==> src/rtl/jtframe_vtimer_pkg.sv <==
// jtframe_vtimer_pkg: default video timing constants and modulo-range add shared by the timer (JTFRAME_VTIMER_OFS_EN)
package jtframe_vtimer_pkg;
  localparam int DEF_HW = 9;
  localparam int DEF_VW = 9;
  localparam int DEF_HCNT_START = 0;
  localparam int DEF_HCNT_END = 383;
  localparam int DEF_HB_START = 288;
  localparam int DEF_HB_END = 0;
  localparam int DEF_HS_START = 312;
  localparam int DEF_HS_END = 344;
  localparam int DEF_V_START = 0;
  localparam int DEF_V_END = 263;
  localparam int DEF_VB_START = 224;
  localparam int DEF_VB_END = 0;
  localparam int DEF_VS_START = 240;
  localparam int DEF_VS_END = 243;
  localparam int DEF_VRENDER_AHEAD = 1;
  localparam int VRENDER_AHEAD_MAX = 4;
  localparam int DW = 6;
  function automatic int wrap_add(input int a, input int d, input int lo, input int hi);
    int n;
    int s;
    n = hi - lo + 1;
    s = a - lo + d;
    s = s < 0 ? s + n : s >= n ? s - n : s;
    return s + lo;
  endfunction
  function automatic int clamp_ahead(input int a);
    return a < 1 ? 1 : a > VRENDER_AHEAD_MAX ? VRENDER_AHEAD_MAX : a;
  endfunction
endpackage

==> src/rtl/jtframe_vtimer_wrap.sv <==
// jtframe_vtimer_wrap: adds a small signed delta to a counter value, wrapping within LO..HI
module jtframe_vtimer_wrap
  import jtframe_vtimer_pkg::*;
#(
  parameter int W = 9,
  parameter int LO = 0,
  parameter int HI = 383
) (
  input  logic [W-1:0]         a,
  input  logic signed [DW-1:0] d,
  output logic [W-1:0]         y
);
  always_comb y = W'(wrap_add(int'(a), int'(d), LO, HI));
endmodule

==> src/rtl/jtframe_vtimer_gen.sv <==
// jtframe_vtimer_gen: video timing generator with counters, blanking, syncs and vrender lead; JTFRAME_VTIMER_OFS_EN enables sync offsets
module jtframe_vtimer_gen
  import jtframe_vtimer_pkg::*;
#(
  parameter int HW = DEF_HW,
  parameter int VW = DEF_VW,
  parameter int HCNT_START = DEF_HCNT_START,
  parameter int HCNT_END = DEF_HCNT_END,
  parameter int HB_START = DEF_HB_START,
  parameter int HB_END = DEF_HB_END,
  parameter int HS_START = DEF_HS_START,
  parameter int HS_END = DEF_HS_END,
  parameter int V_START = DEF_V_START,
  parameter int V_END = DEF_V_END,
  parameter int VB_START = DEF_VB_START,
  parameter int VB_END = DEF_VB_END,
  parameter int VS_START = DEF_VS_START,
  parameter int VS_END = DEF_VS_END,
  parameter int VRENDER_AHEAD = DEF_VRENDER_AHEAD
) (
  input  logic              clk,
  input  logic              rst_n,
  input  logic              pxl_cen,
  input  logic signed [3:0] hs_ofs,
  input  logic signed [3:0] vs_ofs,
  output logic [HW-1:0]     hdump,
  output logic [VW-1:0]     vdump,
  output logic [VW-1:0]     vrender,
  output logic [VW-1:0]     vrender1,
  output logic              lhbl,
  output logic              lvbl,
  output logic              hs,
  output logic              vs,
  output logic              hinit,
  output logic              vinit
);
  localparam int AHEAD = clamp_ahead(VRENDER_AHEAD);
  localparam logic [HW-1:0] H0 = HW'(HCNT_START);
  localparam logic [HW-1:0] H1 = HW'(HCNT_END);
  localparam logic [HW-1:0] HBS = HW'(HB_START);
  localparam logic [HW-1:0] HBE = HW'(HB_END);
  localparam logic [HW-1:0] HSS = HW'(HS_START);
  localparam logic [HW-1:0] HSE = HW'(HS_END);
  localparam logic [VW-1:0] V0 = VW'(V_START);
  localparam logic [VW-1:0] V1 = VW'(V_END);
  localparam logic [VW-1:0] VBS = VW'(VB_START);
  localparam logic [VW-1:0] VBE = VW'(VB_END);
  localparam logic [VW-1:0] VSS = VW'(VS_START);
  localparam logic [VW-1:0] VSE = VW'(VS_END);
  localparam logic [VW-1:0] VR_RST = VW'(wrap_add(V_START, AHEAD, V_START, V_END));
  localparam logic [VW-1:0] VR1_RST = VW'(wrap_add(V_START, AHEAD + 1, V_START, V_END));
  localparam logic signed [DW-1:0] D_AHEAD = DW'(AHEAD);
  localparam logic signed [DW-1:0] D_AHEAD1 = DW'(AHEAD + 1);
  logic hwrap;
  logic [HW-1:0] nh, hs_on, hs_off;
  logic [VW-1:0] nv, vr_nxt, vr1_nxt, vs_on, vs_off;
  logic signed [3:0] hofs, vofs;
  logic signed [DW-1:0] hd, vd;
  always_comb begin
    hwrap = hdump == H1;
    nh = hwrap ? H0 : hdump + 1'd1;
    nv = !hwrap ? vdump : vdump == V1 ? V0 : vdump + 1'd1;
    hd = {{(DW-4){hofs[3]}}, hofs};
    vd = {{(DW-4){vofs[3]}}, vofs};
  end
  jtframe_vtimer_wrap #(.W(VW), .LO(V_START), .HI(V_END)) u_vr (.a(nv), .d(D_AHEAD), .y(vr_nxt));
  jtframe_vtimer_wrap #(.W(VW), .LO(V_START), .HI(V_END)) u_vr1 (.a(nv), .d(D_AHEAD1), .y(vr1_nxt));
  jtframe_vtimer_wrap #(.W(HW), .LO(HCNT_START), .HI(HCNT_END)) u_hs_on (.a(HSS), .d(hd), .y(hs_on));
  jtframe_vtimer_wrap #(.W(HW), .LO(HCNT_START), .HI(HCNT_END)) u_hs_off (.a(HSE), .d(hd), .y(hs_off));
  jtframe_vtimer_wrap #(.W(VW), .LO(V_START), .HI(V_END)) u_vs_on (.a(VSS), .d(vd), .y(vs_on));
  jtframe_vtimer_wrap #(.W(VW), .LO(V_START), .HI(V_END)) u_vs_off (.a(VSE), .d(vd), .y(vs_off));
`ifdef JTFRAME_VTIMER_OFS_EN
  always_ff @(posedge clk or negedge rst_n)
    if (!rst_n) begin
      hofs <= '0;
      vofs <= '0;
    end else if (pxl_cen && nh == H0 && nv == V0) begin
      hofs <= hs_ofs;
      vofs <= vs_ofs;
    end
`else
  logic ofs_unused;
  assign hofs = '0;
  assign vofs = '0;
  assign ofs_unused = ^{hs_ofs, vs_ofs};
`endif
  always_ff @(posedge clk or negedge rst_n)
    if (!rst_n) begin
      hdump <= H0;
      vdump <= V0;
      vrender <= VR_RST;
      vrender1 <= VR1_RST;
      lhbl <= 1'b0;
      lvbl <= 1'b0;
      hs <= 1'b0;
      vs <= 1'b0;
      hinit <= 1'b0;
      vinit <= 1'b0;
    end else if (pxl_cen) begin
      hdump <= nh;
      vdump <= nv;
      vrender <= vr_nxt;
      vrender1 <= vr1_nxt;
      hinit <= nh == H0;
      vinit <= nh == H0 && nv == V0;
      lhbl <= nh == HBS ? 1'b0 : nh == HBE ? 1'b1 : lhbl;
      lvbl <= nh != HBS ? lvbl : nv == VBS ? 1'b0 : nv == VBE ? 1'b1 : lvbl;
      hs <= nh == hs_on ? 1'b1 : nh == hs_off ? 1'b0 : hs;
      vs <= nh != hs_on ? vs : nv == vs_on ? 1'b1 : nv == vs_off ? 1'b0 : vs;
    end
endmodule

==> config.mk <==
export PLATFORM = sky130hd
export DESIGN_NAME = jtframe_vtimer_gen
export DESIGN_NICKNAME = d
export VERILOG_FILES = /design/src/rtl/jtframe_vtimer_pkg.sv /design/src/rtl/jtframe_vtimer_wrap.sv /design/src/rtl/jtframe_vtimer_gen.sv
export SDC_FILE = /design/constraint.sdc
export NUM_CORES = 1
export LEC_CHECK = 0
export ABC_AREA = 1
export CAP_MARGIN = 20
export CORE_AREA = 10 10 92 94
export CTS_BUF_LIST = sky130_fd_sc_hd__clkbuf_8 sky130_fd_sc_hd__clkbuf_16
export CTS_CLUSTER_DIAMETER = 60
export DETAILED_ROUTE_END_ITERATION = 8
export DIE_AREA = 0 0 102 104
export PLACE_DENSITY = 0.69
export SETUP_SLACK_MARGIN = 0.05
export SLEW_MARGIN = 10
export SYNTH_ARGS = -nofsm -noshare
export SYNTH_HDL_FRONTEND = slang
export SYNTH_SLANG_ARGS = --single-unit
==> constraint.sdc <==
create_clock -name clk -period 3.5 [get_ports clk]
set_input_delay 0.7 -clock clk [delete_from_list [all_inputs] [get_ports clk]]
set_output_delay 0.7 -clock clk [all_outputs]
set_load 0.01 [all_outputs]
==> key figures <==
STA
  • Min Tclk post-route: 3.10 ns
  • Max_slew headroom: 0.367
  • Final hold vios: 0
  • Setup repair after global routing missed its margin: false
  • # setup viols final: 0
  • Period Utilization, post-route: 0.885
  • Setup TNS Final: 0 ns
  • Worst Tran Pin Value: 0.950 ns
  • Achievable frequency: 323 MHz
  • Slew Viols, Final: 0
  • Layout Skew: between 0.008 and 0.009 ns

Worst setup path
  • Worst-path fanout max: 16
  • WP data required: about 3.7 ns
  • R2r setup slk: 0.40 ns
  • Crit start category: flip-flop
  • R2R Path End: vrender[5]
  • Data arrival time of the worst path: approximately 3.3 ns
  • CP Capture Type: flip-flop
  • Kind of critical path: reg2reg
  • R2R cell count: 23
  • R2R Path Start: hdump[1]

Routing
  • Routed WL: approximately 7.0 mm
  • Detail Route Antenna Nets: 0
  • WL/cell: approximately 13 um
  • Via Count: about 2.7k
  • Vias per Instance: between 5 and 6
  • First-iteration detailed-routing DRC count: around 140
  • Pre-Repair DR Iteration Count: 4
  • DRC viols: 0

Cells and area
  • Share of layout cells above drive strength 1: 0.118
  • # diodes: 0
  • Area grow syn2layout: 22.1%
  • Final Net Count: roughly 480

Power
  • Power Density: about 550 nW/um2
  • Max IR drop VDD: 0.000254 V
  • Pleak: 1.74 nW
  • Tot Pwr: between 0.0015 and 0.002 W

Hold path
  • Hold Crit Start: vrender1[6]
  • WHS Path Cells: 2
  • Worst Hold End: vrender1[6]
  • Worst Hold Class: reg2reg

Yosys
  • Main synth FF type: dfrtp_1
  • #FFs+latches synth: approximately 40
  • Async set or reset register ratio after synthesis: 1.00
  • Top post-synthesis cells by count: nand2_1, nand3_1, inv_1, dfrtp_1, o21ai_0
  • Mapped Cells: 411
  • Synth top area share: 0.336
  • Syn_nets: approximately 430
  • Sequential fraction of the synthesis area: 0.354
  • Count leader, synth: nand2_1
  • Area of the mapped netlist: ~2900 um2
  • Top cells by area, synth: dfrtp_1, nand2_1, nand3_1
  • Synth area leader: dfrtp_1
  • Number of flops mapped to enable cells by yosys: 0
  • Count of cell types in the netlist: 33
  • Total of warnings raised by yosys: 0
  • Avg Cell Area, Syn: ~7.1 um2

Floorplan
  • Die area: ~11000 um2
  • Die X: between 100 and 150 um
  • Core footprint: between 6000 and 7000 um2
  • Die Ht: 104 um
  • IO Pins: 53
  • Row count: 30
  • Starting Density: 0.435

Global routing
  • Number of global-route vias before repair: ~2.5k
  • Overflow after GRT: 0
  • Largest net degree at the start of global routing: 53
  • Global-route wire length before repair: approximately 12 mm
  • Initial antenna violation count: 0
  • Total GRT Usage: 0.135

Clocking
  • CTS sink cnt: 41
  • Clock-pin slew on the worst setup and hold paths: approximately 0.08 ns
  • CTS Buf Count: 5
  • CTS tree: done
  • Clock buffer depth: 2
  • Hold_buf cts: 0
  • Clk Latency, worst-skew pair: 0.30 ns
  • Clock root cell: clkbuf_8
  • H-tree depth: 2

Placed design
  • DP Wirelength: roughly 5.2 mm
  • Routability cong.: about 0.89
  • PortBufs: 44

Status
  • Status: finished clean

Flow run
  • MaxCap Viol Count: 0
## layout make-up
cell class                 instances  area [um2]
clock buffer                       5        68.8
clock inverter                     3        65.1
fill                             643        3140
inverter                          48         185
multi-input combinational        313        1650
sequential                        41        1030
tap                               80         100
timing repair buffer              46         450
## flip-flops by register name, summed over array words and instances (netlist names), 8 cells and up
signal    cells
vrender       9
hdump         9
vrender1      8
vdump         9
## where the power goes
| group | switching, W | internal, W |
|---|---|---|
| combinational | 0.000449 | 0.000355 |
| sequential | 0.000101 | 0.000576 |
| clock | 0.000177 | 0.000283 |
| total | 0.000727 | 0.00121 |
## layer usage
| metal | vias to the layer above | share of wire | global-route usage |
|---|---|---|---|
| met5 | - | 0 | 0 |
| met1 | 1251 | 0.47 | 0.174 |
| met4 | 0 | 0.019 | 0.0565 |
| met3 | 10 | 0.055 | 0.0346 |
| li1 | 1402 | - | - |
| met2 | 57 | 0.45 | 0.209 |
## kinds of logic after synthesis
group           after synthesis  synth area share
simple gates                260             0.432
buf+inv                      57            0.0784
flops                        41             0.354
compound gates               36            0.0676
fa+ha+maj                     9            0.0388
xor+xnor                      8            0.0293
## through the flow
stage          worst slack [ns]   util  instance area [um2]  hold WS (ns)  std cells
2_1_floorplan             0.838      -                 2900         0.404        411
3_3_place_gp              0.427  0.510                 3410         0.460        528
3_5_place_dp              0.404  0.510                 3410         0.464        528
4_1_cts                   0.359  0.530                 3540         0.487        536
5_1_grt                  0.0770  0.531                 3550         0.501        536
6_report                  0.404  0.531                 3550         0.480        536
## timing repair
action / CTS / global route
hold endpoints to repair: 0 / 0
buffers inserted: 0 / 0
resized for setup: 0 / 1
endpoints found under the setup margin: 0 / 3
## cells in the final DEF (no fill, tap or decap), types with 2 or more instances in the layout
cell and instances:
nand3_1 44, xnor2_2 2, nand2_4 8, clkbuf_8 5, inv_1 41, o21ai_0 30, inv_2 4, nor2_1 24
nor2_4 8, nand2_2 10, xnor2_1 4, nor2_2 3, bufinv_16 2, nand4_1 12, nand2_1 141, xor2_1 2
dfstp_2 2, dfrtp_1 39, nor3_1 5, inv_4 2, buf_4 2, ha_1 9, a21oi_1 2, clkdlybuf4s50_1 43
## worst max-delay path by stage
stage             start          to  slack (ns)
2_1_floorplan  hdump[0]  vrender[5]        0.84
3_3_place_gp   hdump[1]  vrender[5]        0.43
3_5_place_dp   hdump[1]  vrender[5]        0.40
4_1_cts        hdump[1]  vrender[5]        0.36
5_1_grt        hdump[0]  vrender[7]        0.08
6_report       hdump[1]  vrender[5]        0.40
## critical path, stage by stage, from the launching register on
cell,delay [ns]
dfrtp_1,0.41
ha_1,0.18
nand2_1,0.10
nor2_4,0.19
nand3_4,0.24
inv_4,0.18
nand2_1,0.10
nand2_4,0.11
inv_1,0.11
ha_1,0.25
nand2_1,0.12
inv_1,0.08
nand2_1,0.06
nand2_1,0.05
nand2_1,0.11
nand3_1,0.11
nor2_2,0.11
nand2_1,0.09
nand2_4,0.11
nand2_4,0.07
nand2_1,0.06
nand2_1,0.04
nand2_1,0.05
nand2_1,0.05
Power figures use the tool's default switching activity.
